`src/rtl/sprite_char_ctrl_if.sv`:
```
// Sprite fetch / pixel write bus of the player-character controller.
//   sprite_addr  : {row,col} address to the 1-cycle-latency sprite ROM
//   sprite_data  : ROM colour, valid one cycle after sprite_addr
//   draw_x/y     : screen coordinate of the pixel being written
//   pixel_colour : colour presented to the VGA write arbiter
//   vga_write    : write strobe for the current pixel
// master = controller, slave = ROM / VGA side.
interface sprite_char_ctrl_if #(
  parameter int SPRITE_W = 16,
  parameter int SPRITE_H = 16,
  parameter int X_W      = 9,
  parameter int Y_W      = 8
);
  localparam int AX_W = $clog2(4 * SPRITE_W);
  localparam int AY_W = $clog2(3 * SPRITE_H);

  logic [AY_W+AX_W-1:0] sprite_addr;
  logic [5:0]           sprite_data;
  logic [X_W-1:0]       draw_x;
  logic [Y_W-1:0]       draw_y;
  logic [5:0]           pixel_colour;
  logic                 vga_write;

  modport master (
    output sprite_addr, draw_x, draw_y, pixel_colour, vga_write,
    input  sprite_data
  );

  modport slave (
    input  sprite_addr, draw_x, draw_y, pixel_colour, vga_write,
    output sprite_data
  );
endinterface

```
`src/rtl/sprite_char_ctrl.sv`:
```
// Player-character controller: applies one-step move/attack actions with
// collision blocking and play-field clamping, and streams the character
// sprite from an external sprite ROM to the VGA pixel writer.
// Ports:
//   clock, reset        : clock, synchronous active-high reset
//   init                : reload start position, abort any draw
//   apply_action        : one-cycle pulse, apply user_input (ignored while drawing)
//   draw_start          : one-cycle pulse, start a sprite draw (IDLE only)
//   user_input[2:0]     : 001 attack, 010 up, 011 down, 100 left, 101 right
//   collision[3:0]      : blocked directions {right,left,down,up}
//   x_pos, y_pos        : character top-left position
//   facing, attacking   : character state
//   draw_busy, draw_done: draw in progress / one-cycle end-of-draw pulse
//   pix_bus             : sprite ROM and VGA pixel bus (master side)
module sprite_char_ctrl #(
  parameter int         SPRITE_W    = 16,
  parameter int         SPRITE_H    = 16,
  parameter int         X_W         = 9,
  parameter int         Y_W         = 8,
  parameter int         X_MIN       = 0,
  parameter int         X_MAX       = 304,
  parameter int         Y_MIN       = 0,
  parameter int         Y_MAX       = 224,
  parameter int         STEP        = 1,
  parameter int         INIT_X      = 127,
  parameter int         INIT_Y      = 88,
  parameter int         ANIM_DIV    = 8,
  parameter int         ATTACK_LEN  = 4,
  parameter logic [5:0] TRANSPARENT = 6'h3F
) (
  input  logic               clock,
  input  logic               reset,
  input  logic               init,
  input  logic               apply_action,
  input  logic               draw_start,
  input  logic [2:0]         user_input,
  input  logic [3:0]         collision,
  output logic [X_W-1:0]     x_pos,
  output logic [Y_W-1:0]     y_pos,
  output logic [1:0]         facing,
  output logic               attacking,
  output logic               draw_busy,
  output logic               draw_done,
  sprite_char_ctrl_if.master pix_bus
);
  localparam int PX_W   = $clog2(SPRITE_W);
  localparam int PY_W   = $clog2(SPRITE_H);
  localparam int N_W    = PX_W + PY_W;
  localparam int ANIM_W = $clog2(ANIM_DIV + 1);
  localparam int ATK_W  = $clog2(ATTACK_LEN + 1);

  typedef enum logic [1:0] {IDLE = 2'd0, DRAW = 2'd1, FLUSH = 2'd2} draw_state_t;

  // character state
  logic [X_W-1:0]    x_r;
  logic [Y_W-1:0]    y_r;
  logic [1:0]        facing_r;
  logic              attacking_r;
  logic              frame_r;
  logic [ANIM_W-1:0] anim_cnt_r;
  logic [ATK_W-1:0]  atk_cnt_r;

  // draw engine state
  draw_state_t       state_r;
  logic [N_W-1:0]    pix_cnt_r;
  logic [X_W-1:0]    base_x_r;
  logic [Y_W-1:0]    base_y_r;
  logic [1:0]        band_r;
  logic [1:0]        face_snap_r;
  logic [N_W+3:0]    sprite_addr_r;
  logic [X_W-1:0]    draw_x_r;
  logic [Y_W-1:0]    draw_y_r;
  logic              pix_valid_r;
  logic              draw_busy_r;
  logic              draw_done_r;

  // combinational helpers
  logic [X_W:0]      x_inc_s, x_dec_s;
  logic [Y_W:0]      y_inc_s, y_dec_s;
  logic [X_W-1:0]    x_right_s, x_left_s, x_nxt_s;
  logic [Y_W-1:0]    y_down_s, y_up_s, y_nxt_s;
  logic [1:0]        face_nxt_s;
  logic              move_s, blocked_s, moved_s, act_en_s;
  logic [1:0]        band_s;
  logic [N_W-1:0]    pix_nxt_s;

  // One extra bit so stepping past either edge is detected instead of wrapping.
  assign x_inc_s   = {1'b0, x_r} + (X_W+1)'(STEP);
  assign x_dec_s   = {1'b0, x_r} - (X_W+1)'(STEP);
  assign y_inc_s   = {1'b0, y_r} + (Y_W+1)'(STEP);
  assign y_dec_s   = {1'b0, y_r} - (Y_W+1)'(STEP);
  assign x_right_s = (x_inc_s > (X_W+1)'(X_MAX)) ? X_W'(X_MAX) : x_inc_s[X_W-1:0];
  assign x_left_s  = (x_dec_s[X_W] || (x_dec_s < (X_W+1)'(X_MIN))) ? X_W'(X_MIN) : x_dec_s[X_W-1:0];
  assign y_down_s  = (y_inc_s > (Y_W+1)'(Y_MAX)) ? Y_W'(Y_MAX) : y_inc_s[Y_W-1:0];
  assign y_up_s    = (y_dec_s[Y_W] || (y_dec_s < (Y_W+1)'(Y_MIN))) ? Y_W'(Y_MIN) : y_dec_s[Y_W-1:0];

  // Decode the requested move into new facing, candidate position and block flag.
  always_comb begin
    move_s     = 1'b0;
    blocked_s  = 1'b0;
    face_nxt_s = facing_r;
    x_nxt_s    = x_r;
    y_nxt_s    = y_r;
    case (user_input)
      3'b010: begin move_s = 1'b1; face_nxt_s = 2'b00; blocked_s = collision[0]; y_nxt_s = y_up_s;    end
      3'b011: begin move_s = 1'b1; face_nxt_s = 2'b01; blocked_s = collision[1]; y_nxt_s = y_down_s;  end
      3'b100: begin move_s = 1'b1; face_nxt_s = 2'b10; blocked_s = collision[2]; x_nxt_s = x_left_s;  end
      3'b101: begin move_s = 1'b1; face_nxt_s = 2'b11; blocked_s = collision[3]; x_nxt_s = x_right_s; end
      default: begin move_s = 1'b0; end
    endcase
  end

  // A step clamped at the field edge does not count as a move for animation.
  assign moved_s   = move_s && !blocked_s && ((x_nxt_s != x_r) || (y_nxt_s != y_r));
  assign act_en_s  = apply_action && !draw_busy_r;
  assign band_s    = attacking_r ? 2'b10 : {1'b0, frame_r};
  assign pix_nxt_s = pix_cnt_r + N_W'(1);

  // Character position, facing, walk animation and attack timer.
  always_ff @(posedge clock) begin
    if (reset || init) begin
      x_r         <= X_W'(INIT_X);
      y_r         <= Y_W'(INIT_Y);
      facing_r    <= 2'b01;
      attacking_r <= 1'b0;
      frame_r     <= 1'b0;
      anim_cnt_r  <= ANIM_W'(0);
      atk_cnt_r   <= ATK_W'(0);
    end else if (act_en_s) begin
      if (attacking_r) begin
        // every pulse during an attack ticks the timer; input is ignored
        if (atk_cnt_r == ATK_W'(0)) begin
          attacking_r <= 1'b0;
        end else begin
          atk_cnt_r <= atk_cnt_r - ATK_W'(1);
        end
      end else if (user_input == 3'b001) begin
        attacking_r <= 1'b1;
        atk_cnt_r   <= ATK_W'(ATTACK_LEN - 1);
      end else if (move_s) begin
        facing_r <= face_nxt_s;
        if (moved_s) begin
          x_r <= x_nxt_s;
          y_r <= y_nxt_s;
          if (anim_cnt_r == ANIM_W'(ANIM_DIV - 1)) begin
            anim_cnt_r <= ANIM_W'(0);
            frame_r    <= ~frame_r;
          end else begin
            anim_cnt_r <= anim_cnt_r + ANIM_W'(1);
          end
        end
      end
    end
  end

  // Draw FSM: DRAW issues one ROM address per cycle, coordinates and valid
  // trail by one cycle to line up with ROM data; FLUSH covers the last pixel.
  always_ff @(posedge clock) begin
    if (reset || init) begin
      state_r       <= IDLE;
      pix_cnt_r     <= N_W'(0);
      base_x_r      <= X_W'(0);
      base_y_r      <= Y_W'(0);
      band_r        <= 2'b00;
      face_snap_r   <= 2'b00;
      sprite_addr_r <= (N_W+4)'(0);
      draw_x_r      <= X_W'(0);
      draw_y_r      <= Y_W'(0);
      pix_valid_r   <= 1'b0;
      draw_busy_r   <= 1'b0;
      draw_done_r   <= 1'b0;
    end else begin
      draw_done_r <= 1'b0;
      case (state_r)
        IDLE: begin
          pix_valid_r <= 1'b0;
          if (draw_start) begin
            // snapshot pre-action state so a same-cycle action cannot tear the sprite
            base_x_r      <= x_r;
            base_y_r      <= y_r;
            band_r        <= band_s;
            face_snap_r   <= facing_r;
            pix_cnt_r     <= N_W'(0);
            sprite_addr_r <= {band_s, PY_W'(0), facing_r, PX_W'(0)};
            draw_busy_r   <= 1'b1;
            state_r       <= DRAW;
          end
        end
        DRAW: begin
          draw_x_r    <= base_x_r + X_W'(pix_cnt_r[PX_W-1:0]);
          draw_y_r    <= base_y_r + Y_W'(pix_cnt_r[N_W-1:PX_W]);
          pix_valid_r <= 1'b1;
          if (pix_cnt_r == {N_W{1'b1}}) begin
            state_r <= FLUSH;
          end else begin
            pix_cnt_r     <= pix_nxt_s;
            sprite_addr_r <= {band_r, pix_nxt_s[N_W-1:PX_W], face_snap_r, pix_nxt_s[PX_W-1:0]};
          end
        end
        FLUSH: begin
          pix_valid_r <= 1'b0;
          draw_busy_r <= 1'b0;
          draw_done_r <= 1'b1;
          state_r     <= IDLE;
        end
        default: begin
          pix_valid_r <= 1'b0;
          draw_busy_r <= 1'b0;
          state_r     <= IDLE;
        end
      endcase
    end
  end

  assign x_pos                = x_r;
  assign y_pos                = y_r;
  assign facing               = facing_r;
  assign attacking            = attacking_r;
  assign draw_busy            = draw_busy_r;
  assign draw_done            = draw_done_r;
  assign pix_bus.sprite_addr  = sprite_addr_r;
  assign pix_bus.draw_x       = draw_x_r;
  assign pix_bus.draw_y       = draw_y_r;
  assign pix_bus.pixel_colour = pix_bus.sprite_data;
  assign pix_bus.vga_write    = pix_valid_r && (pix_bus.sprite_data != TRANSPARENT);
endmodule

```
`src/flat_wrapper.sv`:
```
// flat-port wrapper written by rule: the top's interface ports become plain ports
module sprite_char_ctrl_flat 
#(
  parameter int         SPRITE_W    = 16,
  parameter int         SPRITE_H    = 16,
  parameter int         X_W         = 9,
  parameter int         Y_W         = 8,
  parameter int         X_MIN       = 0,
  parameter int         X_MAX       = 304,
  parameter int         Y_MIN       = 0,
  parameter int         Y_MAX       = 224,
  parameter int         STEP        = 1,
  parameter int         INIT_X      = 127,
  parameter int         INIT_Y      = 88,
  parameter int         ANIM_DIV    = 8,
  parameter int         ATTACK_LEN  = 4,
  parameter logic [5:0] TRANSPARENT = 6'h3F
)
  (clock, reset, init, apply_action, draw_start, user_input, collision, x_pos, y_pos, facing, attacking, draw_busy, draw_done, pix_bus_sprite_addr, pix_bus_draw_x, pix_bus_draw_y, pix_bus_pixel_colour, pix_bus_vga_write, pix_bus_sprite_data);
  sprite_char_ctrl_if #(.SPRITE_W(SPRITE_W), .SPRITE_H(SPRITE_H), .X_W(X_W), .Y_W(Y_W)) pix_bus_i ();
  input  logic clock;
  input  logic reset;
  input  logic init;
  input  logic apply_action;
  input  logic draw_start;
  input  logic [2:0] user_input;
  input  logic [3:0] collision;
  output logic [X_W-1:0] x_pos;
  output logic [Y_W-1:0] y_pos;
  output logic [1:0] facing;
  output logic attacking;
  output logic draw_busy;
  output logic draw_done;
  output wire logic [$bits(pix_bus_i.sprite_addr)-1:0] pix_bus_sprite_addr;
  output wire logic [$bits(pix_bus_i.draw_x)-1:0] pix_bus_draw_x;
  output wire logic [$bits(pix_bus_i.draw_y)-1:0] pix_bus_draw_y;
  output wire logic [$bits(pix_bus_i.pixel_colour)-1:0] pix_bus_pixel_colour;
  output wire logic [$bits(pix_bus_i.vga_write)-1:0] pix_bus_vga_write;
  input wire logic [$bits(pix_bus_i.sprite_data)-1:0] pix_bus_sprite_data;
  assign pix_bus_sprite_addr = pix_bus_i.sprite_addr;
  assign pix_bus_draw_x = pix_bus_i.draw_x;
  assign pix_bus_draw_y = pix_bus_i.draw_y;
  assign pix_bus_pixel_colour = pix_bus_i.pixel_colour;
  assign pix_bus_vga_write = pix_bus_i.vga_write;
  assign pix_bus_i.sprite_data = pix_bus_sprite_data;
  sprite_char_ctrl #(.SPRITE_W(SPRITE_W), .SPRITE_H(SPRITE_H), .X_W(X_W), .Y_W(Y_W), .X_MIN(X_MIN), .X_MAX(X_MAX), .Y_MIN(Y_MIN), .Y_MAX(Y_MAX), .STEP(STEP), .INIT_X(INIT_X), .INIT_Y(INIT_Y), .ANIM_DIV(ANIM_DIV), .ATTACK_LEN(ATTACK_LEN), .TRANSPARENT(TRANSPARENT)) u_core (.clock(clock), .reset(reset), .init(init), .apply_action(apply_action), .draw_start(draw_start), .user_input(user_input), .collision(collision), .x_pos(x_pos), .y_pos(y_pos), .facing(facing), .attacking(attacking), .draw_busy(draw_busy), .draw_done(draw_done), .pix_bus(pix_bus_i));
endmodule
```
`config.mk`:
```
export PLATFORM = sky130hd
export DESIGN_NAME = sprite_char_ctrl_flat
export DESIGN_NICKNAME = d
export VERILOG_FILES = /design/src/rtl/sprite_char_ctrl_if.sv /design/src/rtl/sprite_char_ctrl.sv /design/src/flat_wrapper.sv
export SDC_FILE = /design/constraint.sdc
export NUM_CORES = 1
export LEC_CHECK = 0
export BUFFER_PORTS_ARGS = -buffer_cell sky130_fd_sc_hd__buf_2
export CORE_MARGIN = 2
export CORE_UTILIZATION = 30
export CTS_CLUSTER_DIAMETER = 120
export DETAILED_ROUTE_END_ITERATION = 8
export PLACE_DENSITY = 0.47
export SLEW_MARGIN = 20
export SYNTH_ARGS = -nofsm -noshare
export SYNTH_HDL_FRONTEND = slang
export SYNTH_SLANG_ARGS = --single-unit
```
`constraint.sdc`:
```
create_clock -name clock -period 4.5 [get_ports clock]
set_input_delay 0.225 -clock clock [delete_from_list [all_inputs] [get_ports clock]]
set_output_delay 0.225 -clock clock [all_outputs]
set_load 0.005 [all_outputs]
```
* Word-level counts from Yosys, hierarchy flattened
Cells that the tools add are included.
Storage, ports and cells: register bits after elaboration 91, bits in latches 0, RAM bits 0, memory bits (read-only) 0, bits of input ports 18, output and inout bits 58, logic and storage cells 106, memories 0
Operators by class: $add $sub $neg 9, multipliers 0, div/mod/pow operators 0, $lt $le $gt $ge 4, eq/ne operators 16, shifts and indexed selects 0, muxes and demuxes 30, bitwise gates (word level) 4, reduce and logical (&&, ||, !) cells 24
Operator list (count):
- two-way mux 8 bit | 4
- case mux 8 bit (2 select lines) | 2
- two-way mux 12 bit | 2
- case mux 12 bit (2 select lines) | 1
- two-way mux 9 bit | 2
- case mux 9 bit (2 select lines) | 1
- adder 9 x 1 -> 10 bit, second input constant | 1
- > comparator 10 x 9 -> 1 bit, second input constant | 1
- less-than comparator 10 x 1 -> 1 bit, second input constant | 1
- AND reduction 5 bit | 2
- subtractor 9 x 1 -> 10 bit, second input constant | 1
- adder 8 x 1 -> 9 bit, second input constant | 1
- adder 9 x 4 -> 9 bit | 1
- > comparator 9 x 8 -> 1 bit, second input constant | 1
- less-than comparator 9 x 1 -> 1 bit, second input constant | 1
- two-way mux 3 bit | 3
- != test 9 bit | 1
- subtractor 8 x 1 -> 9 bit, second input constant | 1
- adder 8 x 1 -> 8 bit, second input constant | 1
- adder 8 x 4 -> 8 bit | 1
- equality test 8 bit, second input constant | 1
- != test 8 bit | 1
- case mux 2 bit (4 select lines) | 1
- two-way mux 1 bit | 7
- other kinds (28) | 48

* Logic depth before layout (Yosys ltp)
Gate-level depths: netlist of the first run.
depth after elaboration 9, depth in mapped cells 15, mapped depth without buffers 12

* Least setup slack after synthesis of the first run
OpenSTA, ideal clock, no wires.
path type register to register, start point reg u_core.y_r[0] (netlist: u_core.y_pos[0]), end point reg u_core.y_r[6] (netlist: u_core.y_pos[6]), setup time 61 ps, data arrival time 2999 ps, required time 4439 ps, slack 1440 ps, cell stages (with the launch flop) 15, buffers on the path 2, clock period less this slack 3060 ps, cells stage by stage dfxtp_1 -> buf_4 -> inv_1 -> ha_1 -> or3b_2 -> o21a_1 -> a32oi_1 -> nand4_1 -> a2111oi_2 -> nand4b_1 -> nor2_1 -> a31o_2 -> buf_6 -> mux2_1 -> nand2_1
Between the ends: cells in the longest elaborated chain, start to end 9, elaborated cells between the ends (all ways) 12, classes of those cells add/sub: 2; order compare: 2; eq/ne: 1; mux: 3; reduce/logical: 4
Ends and longest elaborated chain:
- from (decl) | RTL line sprite_char_ctrl.sv:56 | logic [Y_W-1:0] y_r;
- from (signal assigned) | RTL line sprite_char_ctrl.sv:123 | y_r <= Y_W'(INIT_Y);
- from (signal assigned) | RTL line sprite_char_ctrl.sv:144 | y_r <= y_nxt_s;
- subtractor 8 x 1 -> 9 bit | RTL line sprite_char_ctrl.sv:91 | assign y_dec_s = {1'b0, y_r} - (Y_W+1)'(STEP);
- less-than comparator 9 x 1 -> 1 bit | RTL line sprite_char_ctrl.sv:95 | assign y_up_s = (y_dec_s[Y_W] || (y_dec_s < (Y_W+1)'(Y_MIN))) ? Y_W'(Y_MIN) : y_dec_s[Y_W-1:0];
- logical OR 1 bit | RTL line sprite_char_ctrl.sv:95
- two-way mux 8 bit | RTL line sprite_char_ctrl.sv:95
- case mux 8 bit (2 select lines) | RTL line sprite_char_ctrl.sv:104 | case (user_input)
- != test 8 bit | RTL line sprite_char_ctrl.sv:114 | assign moved_s = move_s && !blocked_s && ((x_nxt_s != x_r) || (y_nxt_s != y_r));
- logical OR 1 bit | RTL line sprite_char_ctrl.sv:114
- logical AND 1 bit | RTL line sprite_char_ctrl.sv:114
- AND reduction 5 bit (no line)
Parallel ways exist; a longest one is shown, timed or not. A chain may end at the register's enable or synchronous reset.

* Final worst setup path of the first run
start point reg u_core.x_r[0] (netlist: u_core.x_pos[0]), end point reg u_core.y_r[6] (netlist: u_core.y_pos[6])
Between the ends: cells in the longest elaborated chain, start to end 9, elaborated cells between the ends (all ways) 12, classes of those cells add/sub: 2; order compare: 2; eq/ne: 1; mux: 3; reduce/logical: 4
Ends and longest elaborated chain:
- from (decl) | RTL line sprite_char_ctrl.sv:55 | logic [X_W-1:0] x_r;
- from (signal assigned) | RTL line sprite_char_ctrl.sv:122 | x_r <= X_W'(INIT_X);
- from (signal assigned) | RTL line sprite_char_ctrl.sv:143 | x_r <= x_nxt_s;
- subtractor 9 x 1 -> 10 bit | RTL line sprite_char_ctrl.sv:89 | assign x_dec_s = {1'b0, x_r} - (X_W+1)'(STEP);
- less-than comparator 10 x 1 -> 1 bit | RTL line sprite_char_ctrl.sv:93 | assign x_left_s = (x_dec_s[X_W] || (x_dec_s < (X_W+1)'(X_MIN))) ? X_W'(X_MIN) : x_dec_s[X_W-1:0];
- logical OR 1 bit | RTL line sprite_char_ctrl.sv:93
- two-way mux 9 bit | RTL line sprite_char_ctrl.sv:93
- case mux 9 bit (2 select lines) | RTL line sprite_char_ctrl.sv:104
- != test 9 bit (*) | RTL line sprite_char_ctrl.sv:114
- logical OR 1 bit (*) | RTL line sprite_char_ctrl.sv:114
- logical AND 1 bit (*) | RTL line sprite_char_ctrl.sv:114
- AND reduction 5 bit (no line) (*)
Every way passes the cells marked *; elsewhere a longest branch is shown, timed or not.

==> qor.csv, run 1 <==
metric,value,unit
RSZ-0062 raised after global routing,false,
layout cell share with drive strength beyond 1,0.165,
post-cts sizing count,0,
crit path from,u_core.x_pos[0],
CP Data Required Time,4.79,ns
internal power,1300,uW
Comb pwr share,0.108,
H-tree levels,3,
Top delay family on crit path,compound AO/OA/AOI/OAI gates,
Hold Path Class,input port to register,
GRT Total Usage,0.172,
# setup viols final,0,
Post-Route WL,17100,um
Fill cells,1953,
die width,141,um
vias in the first global route,5197,
CP Launch Type,register,
register area share after synthesis,0.295,
"Hold Vio Cnt, Final",0,
design area,0.00636,sq mm
sw frac,0.250,
row cnt,50,
pins over their slew limit,0,
power per cell area,272,mW/mm^2
launching point of the worst reg2reg path,u_core.x_pos[0],
CTS tree,done,
status,finished clean,
GPL Wtd Cong,0.926,
"most common cell after layout, fill and taps aside",nand2_1,
Layout area overhead,12.9,%
Residual DRC,0,
CTS Root Cell,clkbuf_16,
max layer used,met4,
Port Buffer Count,75,
net switching power,434,uW
critical-path cell list,ha_1 > nand3_1 > or4_1 > a21oi_1 > a21o_1 > a221oi_1 > a211oi_2 > a31o_2 > mux2_1 > nand2_1,
Final nets,814,
most frequent cells in the layout,"110 x nand2_1, 83 x dfxtp_1, 75 x buf_2, 63 x nor2_1, 61 x a21oi_1",
Syn. warnings,0,
setup_tns,0,ns
DP Worst Slack,0.849,ns
Syn Std Cell Area,0.00564,sq mm
M1 wire length,8280,um
met3 wire len,1060,um
CP max stage delay,0.67,ns
Seq pwr share,0.440,
largest net degree at the start of global routing,68,
hold path start,reset,
antenna violations before repair,0,
Final ANT Viol Nets,0,
area occupied by multi-input gates,0.00356,sq mm
Initial Util,0.303,
TritonCTS Buffers,9,
Tmin final,3.72,ns
clk_lat worst skew,0.34,ns
Leak,0.00249,uW
"Avg Cell Area, Syn",7.59,sq um
die height,141,um
Iteration-0 DRC Markers,578,
Clock power frac,0.452,
# hold bufs at CTS,0,
clk_skew,0.00757,ns
Worst-Margin Slew,0.889,ns
Synth async-reset ratio,0,
final worst-path cycle share,0.826,
vias per cell,5.50,
Worst Path Arrival,4.00,ns
#FFs+latches synth,83,
CP endpoint kind,register,
Core Area,0.0186,sq mm
DP HPWL,12600,um
Slew HR,0.406,
gr ovfl total,0,
number of synthesized flops with an enable pin,0,
die footprint,0.0199,sq mm
library cells used by synthesis,81,
crit path max fanout,15,
First-pass DRT Iterations,5,
setup ws final,0.783,ns
Area after DPL,0.00605,sq mm
detailed-routed wire length on met2,7430,um
Cells after Synth,742,
Sink Count,83,
Most used DFF post-synth,dfxtp_1,
worst hold slack,0.295,ns
Max Cap Viol,0,
I/O pin count,76,
CP bufs+invs,0,
postcts setup bufs,0,
f_max,269,MHz
VDD IR-drop max,0.131,mV
# diodes,0,
Worst path slowest cell,dfxtp_1,
routed via count,5567,
drt wl/cell,16.9,um
clock buffer depth,2,
"Net Count, Synth",783,
Sequential Area,0.00166,sq mm
Setup CP Type,register to register,
first-pass GRT wire length,27600,um
Clock Pin Slew Worst Setup and Hold Paths,0.06,ns
==> sequential cells by signal (all words and copies together) (netlist names), 2 cells and up <==
name	cells
u_core.anim_cnt_r	4
u_core.atk_cnt_r	3
u_core.band_r	2
u_core.base_x_r	9
u_core.base_y_r	8
u_core.face_snap_r	2
u_core.facing	2
u_core.pix_bus.draw_x	9
u_core.pix_bus.draw_y	8
u_core.pix_bus.sprite_addr	12
u_core.state_r	2
u_core.x_pos	9
u_core.y_pos	8
==> worst reg2reg max path, cell delays in order, from the launching register on <==
cell and delay [ns]:
dfxtp_1 0.67, ha_1 0.37, nand3_1 0.25, or4_1 0.64, a21oi_1 0.23, a21o_1 0.28
a221oi_1 0.14, a211oi_2 0.31, a31o_2 0.36, mux2_1 0.35, nand2_1 0.06
==> power groups by stage <==
stage	clock network [uW]	logic [uW]	registers, uW
5_1_grt	831	209	764
2_1_floorplan	0	138	773
3_3_place_gp	0	189	779
6_report	783	188	763
4_1_cts	805	188	763
3_5_place_dp	0	187	779
==> cell type report <==
cell class / count / share of cell area
Multi-Input combinational cell: 570 / 0.560
Inverter: 26 / 0.0153
Sequential cell: 83 / 0.261
Tap cell: 234 / 0.0460
Timing Repair Buffer: 83 / 0.0685
Clock inverter: 5 / 0.0122
Clock buffer: 11 / 0.0366
==> final timing paths <==
path	endpoint	slack, ns	cells after the start
worst max-delay path	u_core.y_pos[6]	0.78	10
worst min-delay path	u_core.y_pos[6]	0.29	4
worst max register to register	u_core.y_pos[6]	0.78	10
worst min register to register	u_core.pix_bus.draw_x[0]	0.45	2
==> metal layers <==
| layer | GRT usage | vias up |
|---|---|---|
| li1 | - | 2742 |
| met2 | 0.261 | 205 |
| met5 | 0 | - |
| met3 | 0.0360 | 27 |
| met1 | 0.240 | 2593 |
| met4 | 0.0616 | 0 |
==> cells in the mapped netlist, drive strengths merged, types with 11 or more instances <==
library cell | instances | area (sq um)
and3 | 12 | 75.1
nand4 | 12 | 75.1
nor3 | 15 | 80.1
a21oi | 61 | 305
inv | 26 | 97.6
nand2 | 111 | 419
a211oi | 14 | 115
nand3 | 22 | 110
nand2b | 11 | 68.8
clkbuf | 33 | 124
nor2 | 64 | 257
o21ai | 32 | 175
buf | 30 | 191
ha | 21 | 263
a31oi | 13 | 81.3
dfxtp | 83 | 1660
==> per-stage QoR <==
step	instances	total power, uW	utilization
after detailed placement	996	966	0.326
after global placement	996	968	0.326
final	1012	1730	0.342
after CTS	1012	1760	0.342
after global routing	1012	1800	0.342
after floorplan	742	911	-
==> cell families after synthesis <==
logic type      share of synthesized area
fa+ha+maj                          0.0537
xor+xnor                           0.0280
buf+inv                            0.0733
mux                                0.0204
flops                               0.295
simple gates                        0.278
compound gates                      0.251
Power figures use the tool's default switching activity.
==> run 2, diff against run 1 <==
Settings changed: PLACE_DENSITY 0.47 to 0.49.
Clock period 4.5 ns to 3.3 ns, I/O delays scaled along.
==> run 2 against run 1 <==
Worst setup slack worse by 0.64 ns. Cell count is 5.5% higher. Non-clock buffer count is 57 higher. Maximum frequency is 18% higher. Critical endpoint is now u_core.anim_cnt_r[0]. Largest cell class unchanged.
==> qor.csv, run 2 (same netlist as run 1, synthesis figures left out) <==
metric,value,unit
status,finished clean,
DP HPWL,13000,um
Comb pwr share,0.122,
CP endpoint kind,register,
clk_skew,0.00961,ns
die footprint,0.0199,sq mm
setup ws final,0.147,ns
Design Power,2390,uW
# hold bufs at CTS,0,
placed cell count,1049,
f_max,317,MHz
Initial Util,0.303,
I/O pin count,76,
R2R Setup Slk,0.15,ns
Sink Count,83,
CTS Root Cell,clkbuf_16,
# setup viols final,0,
Setup CP Type,register to register,
clk_lat worst skew,0.34,ns
hold path start,apply_action,
Area after DPL,0.00645,sq mm
# diodes,0,
final worst-path cycle share,0.956,
GPL Wtd Cong,0.944,
Port Buffer Count,75,
power per cell area,350,mW/mm^2
Hold Path Class,input port to register,
row cnt,50,
Clock power frac,0.445,
Worst Path Arrival,3.34,ns
Final ANT Viol Nets,0,
gr ovfl total,0,
TritonCTS Buffers,9,
drt wl/cell,16.2,um
die width,141,um
Tmin final,3.15,ns
clock buffer depth,2,
post-route insts no fill,1068,
largest net degree at the start of global routing,52,
net switching power,579,uW
"Hold Vio Cnt, Final",0,
DP Worst Slack,0.131,ns
sw frac,0.242,
reg2reg end,u_core.anim_cnt_r[0],
launching point of the worst reg2reg path,u_core.x_pos[1],
Worst-Margin Slew,1.04,ns
Post-Route WL,17300,um
Slew HR,0.310,
vias per cell,5.35,
Clock Pin Slew Worst Setup and Hold Paths,0.06,ns
first-pass GRT wire length,27500,um
VDD IR-drop max,0.240,mV
Iteration-0 DRC Markers,644,
Worst path slowest cell,or4_1,
cell count of the worst reg-to-reg path,11,
vias in the first global route,5088,
First-pass DRT Iterations,5,
crit path max fanout,8,
Leak,0.00278,uW
pins over their slew limit,0,
CP Launch Type,register,
CP max stage delay,0.58,ns
max FFs per register,12,
Layout area overhead,21.4,%
most frequent cells in the layout,"110 x nand2_1, 77 x dfxtp_1, 75 x buf_2, 65 x buf_4, 63 x nor2_1",
"most common cell after layout, fill and taps aside",nand2_1,
CP Data Required Time,3.48,ns
internal power,1820,uW
hold path endpoint,u_core.attacking,
Seq pwr share,0.433,
CTS tree,done,
Residual DRC,0,
antenna violations before repair,0,
Final nets,871,
H-tree levels,3,
Core Area,0.0186,sq mm
Max Cap Viol,0,
layout cell share with drive strength beyond 1,0.233,
routed via count,5711,
design area,0.00684,sq mm
cell count of the worst hold path,4,
die height,141,um
critical-path cell list,ha_1 > nand3_2 > or4_1 > a21oi_1 > a21o_1 > a221oi_1 > a211oi_2 > o22a_1 > nand2_2 > mux2i_1 > nor2_1,
GRT Total Usage,0.172,
## run 2: layout make-up
class | count | area [sq um]
Multi-Input combinational cell | 570 | 3610
Inverter | 26 | 97.6
Fill cell | 1980 | 11700
Tap cell | 234 | 293
Sequential cell | 83 | 1670
Clock inverter | 2 | 60.1
Timing Repair Buffer | 140 | 863
Clock buffer | 13 | 250
## run 2: worst max-delay path by stage
stage,start,to,slack [ns]
after floorplan,u_core.y_pos[0],u_core.y_pos[6],0.24
after global placement,user_input[2],u_core.y_pos[0],0.13
after detailed placement,u_core.y_pos[0],u_core.y_pos[6],0.13
after CTS,u_core.y_pos[1],u_core.y_pos[6],0.11
after global routing,u_core.x_pos[1],u_core.anim_cnt_r[0],-0.05
final,u_core.x_pos[1],u_core.anim_cnt_r[0],0.15
## run 2: power by group through the flow
stage	Combinational, uW	Clock [uW]	Sequential [uW]
6_report	292	1070	1040
5_1_grt	322	1140	1040
4_1_cts	282	1100	1040
3_5_place_dp	280	0	1060
3_3_place_gp	282	0	1060
2_1_floorplan	188	0	1050
## run 2: worst max-delay path, delay by kind of cell, from the launching register on
family          cells  cell delay, ns
compound gates      5            1.19
fa+ha+maj           1            0.25
flops               1            0.41
mux                 1            0.18
simple gates        4            0.96
## run 2: what timing repair did
item / CTS / global route
resized for setup: 0 / 14
setup buffers: 0 / 4
setup endpoints to repair: 0 / 19
## run 2: per-layer routing
metal / wire length [um] / track usage / vias up
met5: 0 / 0 / -
met4: 324 / 0.0611 / 0
met3: 1020 / 0.0313 / 25
met2: 7580 / 0.255 / 226
met1: 8430 / 0.249 / 2610
li1: - / - / 2850
## run 2: metrics by stage
step | TNS [ns] | hold WS, ns | utilization
detailed placement | 0 | 0.441 | 0.347
global route | -0.122 | 0.245 | 0.368
finish | 0 | 0.242 | 0.368
floorplan | 0 | 0.405 | -
global placement | 0 | 0.437 | 0.347
CTS | 0 | 0.225 | 0.364
